===== config.mk =====
export PLATFORM = sky130hd
export DESIGN_NAME = trng_health_packer
export DESIGN_NICKNAME = d
export VERILOG_FILES = /design/src/rtl/trng_health_packer.sv
export SDC_FILE = /design/constraint.sdc
export NUM_CORES = 1
export LEC_CHECK = 0
export CORE_UTILIZATION = 35
export CTS_CLUSTER_DIAMETER = 200
export DETAILED_ROUTE_END_ITERATION = 7
export GPL_TIMING_DRIVEN = 0
export PLACE_DENSITY = 0.61
export SYNTH_ARGS = -nofsm -noshare
export SYNTH_HDL_FRONTEND = slang
export SYNTH_SLANG_ARGS = --single-unit

===== constraint.sdc =====
create_clock -name clk -period 3.14 [get_ports clk]
set_clock_uncertainty 0.05 [all_clocks]
set_input_delay 0.314 -clock clk [delete_from_list [all_inputs] [get_ports clk]]
set_output_delay 0.314 -clock clk [all_outputs]
set_load 0.05 [all_outputs]

===== src/rtl/trng_health_packer.sv =====
// ---------------------------------------------------------------------------
// trng_health_packer
//
// Takes debiased TRNG bits, runs the continuous repetition-count (RCT) and
// adaptive-proportion (APT) health tests on every accepted bit, and packs
// healthy bits MSB-first into WORD_W-bit words. Words leave through a single
// output register with a valid/ready handshake. Any test failure latches a
// sticky alarm that blocks all output until a synchronous clear.
//
// The first STARTUP_BITS accepted bits after reset/clear are tested but never
// packed. Packing begins with an empty word once the block reaches RUN.
//
// Ports
//   clk, rst        clock, asynchronous active-high reset
//   enable          0 = idle, tests/packer/FSM hold their state
//   clear           synchronous clear of tests, packer, alarm and overflow
//   bit_in          debiased random bit
//   bit_valid       one-cycle strobe qualifying bit_in
//   word_out        packed word, stable while word_valid is high
//   word_valid      word_out holds a word not yet taken
//   word_ready      consumer takes word_out when word_valid is high
//   rct_fail        one-cycle pulse on repetition-count failure
//   apt_fail        one-cycle pulse on adaptive-proportion failure
//   alarm           sticky health alarm
//   overflow        sticky, a completed word was dropped (output reg full)
//   startup_done    STARTUP_BITS bits accepted without failure
//
// Optional build macro TRNG_HEALTH_STATS_EN adds event counters
//   rct_fail_cnt[15:0], apt_fail_cnt[15:0] (saturating) and words_cnt[31:0]
//   (wrapping). They are zeroed only by rst, never by clear.
// ---------------------------------------------------------------------------
module trng_health_packer #(
    parameter int WORD_W       = 32,
    parameter int RCT_CUTOFF   = 32,
    parameter int APT_WINDOW   = 512,
    parameter int APT_CUTOFF   = 410,
    parameter int STARTUP_BITS = 1024
) (
    input  logic              clk,
    input  logic              rst,
    input  logic              enable,
    input  logic              clear,
    input  logic              bit_in,
    input  logic              bit_valid,
    output logic [WORD_W-1:0] word_out,
    output logic              word_valid,
    input  logic              word_ready,
    output logic              rct_fail,
    output logic              apt_fail,
    output logic              alarm,
    output logic              overflow,
    output logic              startup_done
`ifdef TRNG_HEALTH_STATS_EN
    ,
    output logic [15:0]       rct_fail_cnt,
    output logic [15:0]       apt_fail_cnt,
    output logic [31:0]       words_cnt
`endif
);

    localparam int RL_W = $clog2(RCT_CUTOFF + 1);
    localparam int WI_W = $clog2(APT_WINDOW);
    localparam int MC_W = $clog2(APT_WINDOW + 1);
    localparam int SU_W = $clog2(STARTUP_BITS + 1);
    localparam int BC_W = $clog2(WORD_W);

    localparam logic [RL_W-1:0] RL_ZERO   = {RL_W{1'b0}};
    localparam logic [RL_W-1:0] RL_ONE    = RL_W'(1);
    localparam logic [RL_W-1:0] RL_MAX    = {RL_W{1'b1}};
    localparam logic [RL_W-1:0] RCT_CUT_V = RL_W'(RCT_CUTOFF);
    localparam logic [WI_W-1:0] WI_ZERO   = {WI_W{1'b0}};
    localparam logic [WI_W-1:0] WI_ONE    = WI_W'(1);
    localparam logic [MC_W-1:0] MC_ZERO   = {MC_W{1'b0}};
    localparam logic [MC_W-1:0] MC_ONE    = MC_W'(1);
    localparam logic [MC_W-1:0] APT_CUT_V = MC_W'(APT_CUTOFF);
    localparam logic [SU_W-1:0] SU_ZERO   = {SU_W{1'b0}};
    localparam logic [SU_W-1:0] SU_ONE    = SU_W'(1);
    localparam logic [SU_W-1:0] SU_LAST_V = SU_W'(STARTUP_BITS - 1);
    localparam logic [BC_W-1:0] BC_ZERO   = {BC_W{1'b0}};
    localparam logic [BC_W-1:0] BC_ONE    = BC_W'(1);
    localparam logic [BC_W-1:0] BC_LAST_V = BC_W'(WORD_W - 1);

    typedef enum logic [1:0] {
        ST_STARTUP = 2'd0,
        ST_RUN     = 2'd1,
        ST_ALARM   = 2'd2
    } state_t;

    // Run-length increment that sticks at all-ones instead of wrapping.
    function automatic logic [RL_W-1:0] sat_inc(input logic [RL_W-1:0] v);
        if (v == RL_MAX) begin
            sat_inc = v;
        end else begin
            sat_inc = v + RL_ONE;
        end
    endfunction

    state_t              state_r;
    state_t              state_nxt_s;

    logic                last_bit_r;
    logic [RL_W-1:0]     run_len_r;      // 0 means no bit seen since reset/clear
    logic [WI_W-1:0]     win_idx_r;
    logic                ref_bit_r;
    logic [MC_W-1:0]     match_cnt_r;
    logic [SU_W-1:0]     startup_cnt_r;
    logic [WORD_W-2:0]   sr_r;           // only WORD_W-1 bits need to be held
    logic [BC_W-1:0]     bit_cnt_r;
    logic [WORD_W-1:0]   word_out_r;
    logic                word_valid_r;
    logic                rct_fail_r;
    logic                apt_fail_r;
    logic                alarm_r;
    logic                overflow_r;
    logic                startup_done_r;

    logic                accept_s;
    logic [RL_W-1:0]     run_len_nxt_s;
    logic [MC_W-1:0]     match_nxt_s;
    logic                rct_hit_s;
    logic                apt_hit_s;
    logic                fail_s;
    logic                startup_last_s;
    logic                pack_s;
    logic                word_done_s;
    logic                xfer_s;
    logic [WORD_W-1:0]   new_word_s;

    // Health-test next values and accept/complete/transfer qualifiers.
    always_comb begin
        accept_s       = bit_valid & enable & (state_r != ST_ALARM) & ~clear;
        xfer_s         = word_valid_r & word_ready;
        new_word_s     = {sr_r, bit_in};
        startup_last_s = (startup_cnt_r == SU_LAST_V);

        if ((run_len_r == RL_ZERO) || (bit_in != last_bit_r)) begin
            run_len_nxt_s = RL_ONE;
        end else begin
            run_len_nxt_s = sat_inc(run_len_r);
        end

        // Index 0 opens a new window; its own bit is the first match.
        if (win_idx_r == WI_ZERO) begin
            match_nxt_s = MC_ONE;
        end else if (bit_in == ref_bit_r) begin
            match_nxt_s = match_cnt_r + MC_ONE;
        end else begin
            match_nxt_s = match_cnt_r;
        end

        rct_hit_s   = accept_s & (run_len_nxt_s == RCT_CUT_V);
        apt_hit_s   = accept_s & (match_nxt_s == APT_CUT_V);
        fail_s      = rct_hit_s | apt_hit_s;
        pack_s      = accept_s & ~fail_s & (state_r == ST_RUN);
        word_done_s = pack_s & (bit_cnt_r == BC_LAST_V);
    end

    // FSM next state: clear dominates, any failure wins over progression.
    always_comb begin
        state_nxt_s = state_r;
        if (clear) begin
            state_nxt_s = ST_STARTUP;
        end else begin
            case (state_r)
                ST_STARTUP: begin
                    if (fail_s) begin
                        state_nxt_s = ST_ALARM;
                    end else if (accept_s && startup_last_s) begin
                        state_nxt_s = ST_RUN;
                    end else begin
                        state_nxt_s = ST_STARTUP;
                    end
                end
                ST_RUN: begin
                    if (fail_s) begin
                        state_nxt_s = ST_ALARM;
                    end else begin
                        state_nxt_s = ST_RUN;
                    end
                end
                ST_ALARM: begin
                    state_nxt_s = ST_ALARM;
                end
                default: begin
                    state_nxt_s = ST_STARTUP;
                end
            endcase
        end
    end

    // FSM state register.
    always_ff @(posedge clk or posedge rst) begin
        if (rst) begin
            state_r <= ST_STARTUP;
        end else begin
            state_r <= state_nxt_s;
        end
    end

    // Health-test state, packer and output register.
    always_ff @(posedge clk or posedge rst) begin
        if (rst) begin
            last_bit_r     <= 1'b0;
            run_len_r      <= RL_ZERO;
            win_idx_r      <= WI_ZERO;
            ref_bit_r      <= 1'b0;
            match_cnt_r    <= MC_ZERO;
            startup_cnt_r  <= SU_ZERO;
            sr_r           <= {(WORD_W-1){1'b0}};
            bit_cnt_r      <= BC_ZERO;
            word_out_r     <= {WORD_W{1'b0}};
            word_valid_r   <= 1'b0;
            rct_fail_r     <= 1'b0;
            apt_fail_r     <= 1'b0;
            alarm_r        <= 1'b0;
            overflow_r     <= 1'b0;
            startup_done_r <= 1'b0;
        end else if (clear) begin
            last_bit_r     <= 1'b0;
            run_len_r      <= RL_ZERO;
            win_idx_r      <= WI_ZERO;
            ref_bit_r      <= 1'b0;
            match_cnt_r    <= MC_ZERO;
            startup_cnt_r  <= SU_ZERO;
            sr_r           <= {(WORD_W-1){1'b0}};
            bit_cnt_r      <= BC_ZERO;
            word_out_r     <= {WORD_W{1'b0}};
            word_valid_r   <= 1'b0;
            rct_fail_r     <= 1'b0;
            apt_fail_r     <= 1'b0;
            alarm_r        <= 1'b0;
            overflow_r     <= 1'b0;
            startup_done_r <= 1'b0;
        end else begin
            rct_fail_r <= rct_hit_s;
            apt_fail_r <= apt_hit_s;

            if (accept_s) begin
                last_bit_r  <= bit_in;
                run_len_r   <= run_len_nxt_s;
                win_idx_r   <= win_idx_r + WI_ONE;   // power-of-2 window wraps
                match_cnt_r <= match_nxt_s;
                if (win_idx_r == WI_ZERO) begin
                    ref_bit_r <= bit_in;
                end
                if (state_r == ST_STARTUP) begin
                    startup_cnt_r <= startup_cnt_r + SU_ONE;
                end
            end

            if (fail_s) begin
                // Failing bit, partial word and any unread word are all discarded.
                alarm_r      <= 1'b1;
                sr_r         <= {(WORD_W-1){1'b0}};
                bit_cnt_r    <= BC_ZERO;
                word_valid_r <= 1'b0;
            end else begin
                if (pack_s) begin
                    sr_r <= new_word_s[WORD_W-2:0];
                    if (bit_cnt_r == BC_LAST_V) begin
                        bit_cnt_r <= BC_ZERO;
                    end else begin
                        bit_cnt_r <= bit_cnt_r + BC_ONE;
                    end
                end

                if (word_done_s) begin
                    if (!word_valid_r || word_ready) begin
                        word_out_r   <= new_word_s;
                        word_valid_r <= 1'b1;
                    end else begin
                        overflow_r <= 1'b1;
                    end
                end else if (xfer_s) begin
                    word_valid_r <= 1'b0;
                end

                if (accept_s && (state_r == ST_STARTUP) && startup_last_s) begin
                    startup_done_r <= 1'b1;
                end
            end
        end
    end

    assign word_out     = word_out_r;
    assign word_valid   = word_valid_r;
    assign rct_fail     = rct_fail_r;
    assign apt_fail     = apt_fail_r;
    assign alarm        = alarm_r;
    assign overflow     = overflow_r;
    assign startup_done = startup_done_r;

`ifdef TRNG_HEALTH_STATS_EN
    logic [15:0] rct_fail_cnt_r;
    logic [15:0] apt_fail_cnt_r;
    logic [31:0] words_cnt_r;

    // Event counters: they count across clear and are zeroed only by rst.
    always_ff @(posedge clk or posedge rst) begin
        if (rst) begin
            rct_fail_cnt_r <= 16'h0000;
            apt_fail_cnt_r <= 16'h0000;
            words_cnt_r    <= 32'h0000_0000;
        end else begin
            if (rct_hit_s && (rct_fail_cnt_r != 16'hFFFF)) begin
                rct_fail_cnt_r <= rct_fail_cnt_r + 16'd1;
            end
            if (apt_hit_s && (apt_fail_cnt_r != 16'hFFFF)) begin
                apt_fail_cnt_r <= apt_fail_cnt_r + 16'd1;
            end
            if (xfer_s) begin
                words_cnt_r <= words_cnt_r + 32'd1;
            end
        end
    end

    assign rct_fail_cnt = rct_fail_cnt_r;
    assign apt_fail_cnt = apt_fail_cnt_r;
    assign words_cnt    = words_cnt_r;
`endif

endmodule


# ---- Yosys cells after proc, flatten, opt, wreduce, memory -nomap -nowiden
# Cells that the tools add are included.
dict set report word_totals {
  regBits 114
  output_inout_bits 38
}
dict set report classes {
  reduce_logical 24
  n_eq_ne 13
  n_mux 50
  addsub 5
  bitwise_logic 12
}
# cell n
set op_table {}
lappend op_table {{two-way mux 32 bit} 4}
lappend op_table {{two-way mux 31 bit} 3}
lappend op_table {{two-way mux 10 bit} 4}
lappend op_table {{two-way mux 11 bit} 3}
lappend op_table {{two-way mux 6 bit} 4}
lappend op_table {{two-way mux 1 bit} 22}
lappend op_table {{two-way mux 5 bit} 4}
lappend op_table {{two-way mux 9 bit} 2}
lappend op_table {{nonzero test 2 bit} 7}
lappend op_table {{== test 6 bit, second input constant} 2}
lappend op_table {{adder 11 x 1 -> 11 bit, second input constant} 1}
lappend op_table {{== test 11 x 10 -> 1 bit, second input constant} 1}
lappend op_table {{adder 10 x 1 -> 10 bit, second input constant} 1}
lappend op_table {{== test 10 x 9 -> 1 bit, second input constant} 1}
lappend op_table {{adder 9 x 1 -> 9 bit, second input constant} 1}
lappend op_table {{bitwise AND 1 bit} 9}
lappend op_table {{zero test 9 bit} 1}
lappend op_table {{AND reduction 2 bit} 4}
lappend op_table {{adder 6 x 1 -> 6 bit, second input constant} 1}
lappend op_table {{zero test 6 bit} 1}
lappend op_table {{two-way mux 2 bit} 3}
lappend op_table {{inequality test 2 bit, second input constant} 3}
lappend op_table {{case mux 2 bit (3 select lines)} 1}
lappend op_table {{AND reduction 3 bit} 2}
lappend op_table {{other kinds (15)} 19}

# ---- Logic depth before layout (Yosys ltp)
dict set report depth {
  ltp_word 13
  mapped_depth 8
  mapped_depth_nobuf 7
}

# ---- Worst setup path after synthesis
# No wires, ideal clock.
dict set report synth_path {
  path_type {flip-flop to flip-flop}
  start {register run_len_r[0]}
  end {register word_out_r[0] (netlist: word_out[0])}
  arrival_time_ps 2203
  path_stages_with_launch 9
  setup_time_ps 127
  setup_slack_ps 759
  cell_sequence {dfrtp_1 > inv_1 > ha_1 > or2_2 > a2111oi_0 > a21oi_1 > o21ai_4 > buf_6 > mux2_1}
}
dict set report synth_via {
  elab_chain_cells 12
}
# element line_no
set synth_lines {}
lappend synth_lines {{start, declared} 102} ;# logic [RL_W-1:0] run_len_r;
lappend synth_lines {{start signal, assigned} 240} ;# run_len_r <= run_len_nxt_s;
lappend synth_lines {{adder 6 x 1 -> 6 bit, or another cell as far along} 94} ;# sat_inc = v + RL_ONE;
lappend synth_lines {{two-way mux 6 bit or logical OR 1 bit (tied branches)} {91, 136}}
lappend synth_lines {{two-way mux 6 bit (*)} 136} ;# if ((run_len_r == RL_ZERO) || (bit_in != last_bit_r)) begin
lappend synth_lines {{== test 6 bit (*)} 151} ;# rct_hit_s = accept_s & (run_len_nxt_s == RCT_CUT_V);
lappend synth_lines {{bitwise AND 1 bit (*)} 151}
lappend synth_lines {{bitwise OR 1 bit (*)} 153} ;# fail_s = rct_hit_s | apt_hit_s;
lappend synth_lines {{NOT 1 bit} 154} ;# pack_s = accept_s & ~fail_s & (state_r == ST_RUN);
lappend synth_lines {{bitwise AND 1 bit (2 in a row)} 154}
lappend synth_lines {{bitwise AND 1 bit} 155} ;# word_done_s = pack_s & (bit_cnt_r == BC_LAST_V);
lappend synth_lines {{nonzero test 2 bit (no line)} --}
lappend synth_lines {{AND reduction 3 bit (no line) (*)} --}
lappend synth_lines {{end signal, assigned} 211} ;# word_out_r <= {WORD_W{1'b0}};
lappend synth_lines {{end signal, assigned} 227} ;# word_out_r <= {WORD_W{1'b0}};
lappend synth_lines {{end signal, assigned} 269} ;# word_out_r <= new_word_s;
lappend synth_lines {{end, declared} 109} ;# logic [WORD_W-1:0] word_out_r;
# Mark *: on every way between the ends. The rest lies on a longest branch, timed or not.
# A chain may end at the register's enable or synchronous reset.

# ---- Final worst setup path
dict set report layout_path {
  start {register run_len_r[0]}
  end {register word_out_r[5] (netlist: word_out[5])}
}
# The elaborated chain is that of the path after synthesis.

==> run_results.csv <==
group,metric,value,unit
route,ant_nets,0,
timing,hold_viol,0,
run,cap_violations,0,
critical_path,worstPathMaxFanout,10,
critical_path,cp_data_required_time,3380,ps
synth,mappedNetlistArea,5620,um^2
critical_path,endpoint_kind,"flop",
hold_path,kind_of_path_behind_the_tightest_hold_check,"input port to flop",
critical_path,timing.critical_path.cells,"inv_1, ha_1, or2_2, a2111oi_0, a21oi_1, o21ai_4, buf_6, mux2_1",
timing,report.final.setup_viol,0,
floorplanning,core_area,15400,um^2
synth,main_combinational_cell_family_by_area_after_synthesis,"simple AND/OR/NAND/NOR gates",
clock_tree,cts.reportedPaths.clkPinSlew,50,ps
layout,antennaDiodeCount,0,
synth,synth_enable_flop_cells,0,
layout,post_route_core_utilization,45.2,%
route,routed_wirelength,12700,um
route,first_iter_violations,192,
synth,yosys.area_share.simple,22.6,%
synth,synth_fa_ha_area_share,1.78,%
clock_tree,holdBufCountCts,0,
route,routed-via-count,4290,
clock_tree,tritoncts,"done",
grt,grt_pass1_vias,4283,
layout,layout.nets,637,
synth,synth_top_flop_cell,"sky130_fd_sc_hd__dfrtp_1",
floorplanning,die_area,16600,um^2
grt,initial_antenna_violation_count,0,
power_and_ir_drop,ir_drop,0.000374,V
outcome,result_of_the_run,"completed",
floorplanning,initial_core_util,36.4,%
critical_path,worst-setup-path-type,"flop to flop",
placed_design,dpl.hpwl,8630,um
critical_path,timing.critical_path.slowest_cell_delay,540,ps
clock_tree,cts_setup_buffers,0,
timing,timing.max_slew.rel_slack,45.3,%
clock_tree,cts_htree_levels,4,
route,drt-vias-per-instance,5.07,
grt,grt_use_total,16.6,%
timing,fin_hold_ws,196,ps
grt,grt_max_degree,35,
floorplanning,ioPinCount,45,
clock_tree,clock_insertion_delay_worst_skew,410,ps
synth,syn_area_per_cell,10.1,um^2
clock_tree,tritoncts.num_buffers,17,
placed_design,gp_congestion,0.800,
critical_path,start_kind,"flop",
floorplanning,num_rows,45,
timing,achievable-frequency,368,MHz
synth,postSynthCellCount,558,
critical_path,critical-path-slowest-cell,"sky130_fd_sc_hd__a2111oi_0",
power_and_ir_drop,power_per_cell_area,507,nW/um^2
clock_tree,cts_sinks,114,
clock_tree,root_buf_cell,"sky130_fd_sc_hd__clkbuf_16",
synth,synth-async-reset-ratio,100,%
synth,yosysSeqAreaShare,50.7,%
synth,synth.area.mux_share,7.48,%
synth,postSynthNetCount,573,
floorplanning,dieHeight,129,um
clock_tree,clock_tree.buffer_depth,2,
timing,min_period_over_period,86.5,%
layout,syn_to_final_growth,23.9,%
synth,netlist-cell-type-count,56,
synth,synth.ff_latch_count,114,
route,post-route-drc-count,0,
timing,tightest_slew,814,ps
synth,netlist.area_leader.share,50.7,%
timing,final.setup.tns,0,ps
synth,synth_compound_area_share,9.81,%
grt,grt_overflow_total,0,
synth,yosys.area_share.xor_xnor,3.85,%
power_and_ir_drop,leakagePower,3.32,nW
placed_design,placement.io_buffers,42,
route,routed_wire_length_per_instance,15.0,um
synth,yosys.area.top_type,"sky130_fd_sc_hd__dfrtp_1",
grt,grt_pass1_wl,21200,um
floorplanning,die_w,129,um
layout,drive_above_1_share,9.45,%
timing,setup_repair_after_global_routing_missed_its_margin,"false",
synth,ys.warnings.count,0,
clock_tree,ctsResizeCount,0,
critical_path,data_arrival_critical_path,2960,ps
route,drt_first_pass_iters,5,
timing,period_minus_slack,2710,ps
timing,report.final.slew_viol_count,0,
synth,netlist_top_cells_area,"sky130_fd_sc_hd__dfrtp_1, sky130_fd_sc_hd__mux2_1, sky130_fd_sc_hd__a21oi_1",
[cells by family (layout without fill, tap and decap cells)]
| group | after synthesis | after routing |
|---|---|---|
| XOR/XNOR | 23 | 23 |
| adder cells (fa/ha/maj) | 8 | 8 |
| buffers and inverters | 47 | 124 |
| flip-flops | 114 | 114 |
| AND/OR/NAND/NOR | 237 | 237 |
| multiplexers | 38 | 38 |
| AO/OA/AOI/OAI | 91 | 91 |
[cells in the mapped netlist (5+ instances only)]
cell / instances
sky130_fd_sc_hd__dfrtp_1: 114
sky130_fd_sc_hd__nor2_1: 67
sky130_fd_sc_hd__a21oi_1: 56
sky130_fd_sc_hd__and3_1: 37
sky130_fd_sc_hd__nor2b_1: 34
sky130_fd_sc_hd__mux2_1: 30
sky130_fd_sc_hd__nand2_1: 29
sky130_fd_sc_hd__clkbuf_1: 27
sky130_fd_sc_hd__xor2_1: 16
sky130_fd_sc_hd__nand3_1: 13
sky130_fd_sc_hd__nor3_1: 12
sky130_fd_sc_hd__inv_1: 10
sky130_fd_sc_hd__o21ai_0: 10
sky130_fd_sc_hd__nand4_1: 9
sky130_fd_sc_hd__ha_1: 8
sky130_fd_sc_hd__mux2i_1: 6
sky130_fd_sc_hd__nand2b_1: 6
sky130_fd_sc_hd__or3_1: 6
sky130_fd_sc_hd__buf_2: 5
sky130_fd_sc_hd__xnor2_1: 5
[metal layers]
metal  track usage, %  vias to the layer above  share of wire [%]
li1                 -                     2059                  -
met1             21.4                     2127                 47
met2             27.1                       88                 48
met3             4.78                       16                3.7
met4             5.26                        0                1.3
met5                0                        -                  0
[stage by stage]
step           setup WS [ps]  total power [mW]  instances  instance area [um^2]
6_report                 425              3.53        846                  6970
5_1_grt                  148              3.65        846                  6970
4_1_cts                  429              3.58        846                  6970
3_5_place_dp            74.1              1.65        814                  6380
3_3_place_gp            84.8              1.64        811                  6310
2_1_floorplan            759              1.60        558                  5630
[cell type report]
class	instances	area, um^2
Fill cell	1502	8460
Sequential cell	114	2850
Multi-Input combinational cell	397	2560
Timing Repair Buffer	45	488
Clock buffer	19	453
Tap cell	211	264
Buffer	37	171
Clock inverter	13	134
Inverter	10	41.3
[power by group]
group | internal (mW) | switching (mW)
Combinational | 0.0413 | 0.0997
Clock | 1.21 | 0.697
Sequential | 1.48 | 0.00835
[cells in the final DEF (no fill, tap or decap), types with 4 or more instances in the layout]
master,count
sky130_fd_sc_hd__nand2_1,29
sky130_fd_sc_hd__nor2_1,67
sky130_fd_sc_hd__xnor2_1,5
sky130_fd_sc_hd__nor2b_1,34
sky130_fd_sc_hd__mux2i_1,6
sky130_fd_sc_hd__nand2b_1,6
sky130_fd_sc_hd__a21oi_1,56
sky130_fd_sc_hd__clkbuf_16,17
sky130_fd_sc_hd__dfrtp_1,114
sky130_fd_sc_hd__clkdlybuf4s50_1,42
sky130_fd_sc_hd__ha_1,8
sky130_fd_sc_hd__or3_1,6
sky130_fd_sc_hd__xor2_1,16
sky130_fd_sc_hd__clkinvlp_4,4
sky130_fd_sc_hd__mux2_1,30
sky130_fd_sc_hd__nor3_1,12
sky130_fd_sc_hd__and3_1,37
sky130_fd_sc_hd__clkbuf_1,27
sky130_fd_sc_hd__nand3_1,13
sky130_fd_sc_hd__nand4_1,9
sky130_fd_sc_hd__inv_1,9
sky130_fd_sc_hd__o21ai_0,10
sky130_fd_sc_hd__buf_2,5
sky130_fd_sc_hd__clkinv_2,5
[final timing paths]
path	from	to	slack, ps	cells past startpoint
min reg2reg	sr_r[30]$_DFFE_PP0P_	word_out[31]$_DFFE_PP0P_	440	1
min in group asynchronous	rst	word_out[5]$_DFFE_PP0P_	300	2
max in group asynchronous	rst	startup_cnt_r[5]$_DFFE_PP0P_	1720	5
min	bit_in	last_bit_r$_DFFE_PP0P_	200	3
max	run_len_r[0]$_DFFE_PP0P_	word_out[5]$_DFFE_PP0P_	430	8
max reg2reg	run_len_r[0]$_DFFE_PP0P_	word_out[5]$_DFFE_PP0P_	430	8
[critical path, delay by kind of cell, from the launching register on]
kind | cells | cell delay, ps
flip-flops | 1 | 400
buffers and inverters | 2 | 290
AND/OR/NAND/NOR | 1 | 270
AO/OA/AOI/OAI | 3 | 940
adder cells (fa/ha/maj) | 1 | 300
multiplexers | 1 | 340
[registers in the layout, indices dropped and copies added (netlist names)]
| register | count |
|---|---|
| alarm | 1 |
| apt_fail | 1 |
| bit_cnt_r | 5 |
| last_bit_r | 1 |
| match_cnt_r | 10 |
| overflow | 1 |
| rct_fail | 1 |
| ref_bit_r | 1 |
| run_len_r | 6 |
| sr_r | 31 |
| startup_cnt_r | 11 |
| startup_done | 1 |
| state_r | 2 |
| win_idx_r | 9 |
| word_out | 32 |
| word_valid | 1 |
(Power assumes the default switching activity.)
==> patch, RTL diff (same flow settings) <==
Build with the macro `TRNG_HEALTH_STATS_EN` defined.
--- a/src/rtl/trng_health_packer.sv
+++ b/src/rtl/trng_health_packer.sv
@@ -30,4 +30,6 @@
 //   (wrapping). They are zeroed only by rst, never by clear.
 // ---------------------------------------------------------------------------
+`define TRNG_HEALTH_STATS_EN
+
 module trng_health_packer #(
     parameter int WORD_W       = 32,
Formal check against the unedited RTL (old outputs only; new: apt_fail_cnt, rct_fail_cnt and words_cnt): equivalent (equiv_simple and equiv_induct, registers matched by name and starting in step).
==> patch against the unedited design <==
Design area grew 51%. Hold slack lost 0.081 ns. Worst setup slack lost 0.22 ns. Routed wire length grew 42%. Synthesized cell count grew 52%. Count of clock-buffer cells in the layout is the same. Sequential cell count grew 64. Synthesized area grew 48%. Power grew 32%. Highest routed layer unchanged.
==> patch: results (changes against the unedited design) <==
| Metric | Value |
|---|---|
| Net Switching | `1.101 mW (+37%)` |
| DP Cell Count | `1278 (+57%)` |
| Depth of the worst register-to-register path | `12 (+4)` |
| Post-Synth XOR/XNOR Area | `0.08628 (+0.04779)` |
| Period utilization | `0.9359 (+0.07137)` |
| Top Consumer | `registers` |
| Fraction of layout instances using a drive strength above 1 | `0.09869 (+0.004203)` |
| Post-synthesis cell type count | `58 (+3.6%)` |
| Most common library cells after synthesis | `dfrtp_1, nand2_1, a21oi_1, nor2_1, xnor2_1` |
| Worst VDD drop | `0.0002516 V (-33%)` |
| Post-Syn Nets | `866 (+51%)` |
| Slowest-stage cell, CP | `or4b_1` |
| Ranking of synthesized cells by area | `dfrtp_1, nand2_1, xnor2_1` |
| Clock Latency Late Sink | `0.43 ns (+0.02 ns)` |
| Multiplexer share of the synthesized area | `0.007653 (-0.06711)` |
| Dpl ws | `-0.01796 ns (-0.09207 ns)` |
| GP Congestion | `0.8208 (+2.6%)` |
| Compound-gate portion of the synthesized area | `0.1068 (+0.008712)` |
| Status | `completed` |
| Worst r2r src | `win_idx_r[0]` |
| Detailed Place HPWL | `12800 um (+48%)` |
| Cell count after synthesis | `848 (+52%)` |
| Vias in the first global route | `5963 (+39%)` |
| Dpl cell area | `9902 um2 (+55%)` |
| Nets | `998 (+57%)` |
| Vias per cell | `4.857 (-4.2%)` |
| PwrDens | `442.1 nW/um2 (-13%)` |
| Clock power share | `0.468 (-0.071)` |
| Hold Path End | `word_out[0]` |
| Worst-path clk slew | `0.07 ns (+0.02 ns)` |
| Global Route Usage Sum | `0.1563 (-0.01008)` |
-- patch: cell count changes after synthesis, sizes merged, moves of 8 or more --
cell	delta
nor2b	-32
xor2	+14
mux2	-29
o21ai	+41
inv	+8
nand4	+14
and3	-22
dfrtp	+64
nand2	+149
xnor2	+43
nand3	+25
-- patch: area by class of cell --
class / count / area [um2] / area share
inverter: 18 / 71.32 / 0.006777
timing repair buffer: 113 / 1176 / 0.1118
sequential: 178 / 4454 / 0.4233
buffer: 38 / 221.5 / 0.02104
tap: 319 / 399.1 / 0.03793
multi-input combinational: 614 / 3602 / 0.3423
clock inverter: 13 / 166.4 / 0.01581
clock buffer: 19 / 432.9 / 0.04114
-- patch: timing repair --
item | 4_1_cts | 5_1_grt
endpoints found under the setup margin | 0 | 75
gates resized for setup | 0 | 3
hold buffers | 0 | 0
hold endpoints to repair | 0 | 0
setup buffers | 0 | 2
-- patch: worst min-delay path, cell delays in order --
cell and delay [ns]:
buf_6 0.13, nand2_1 0.07, o21ai_2 0.05
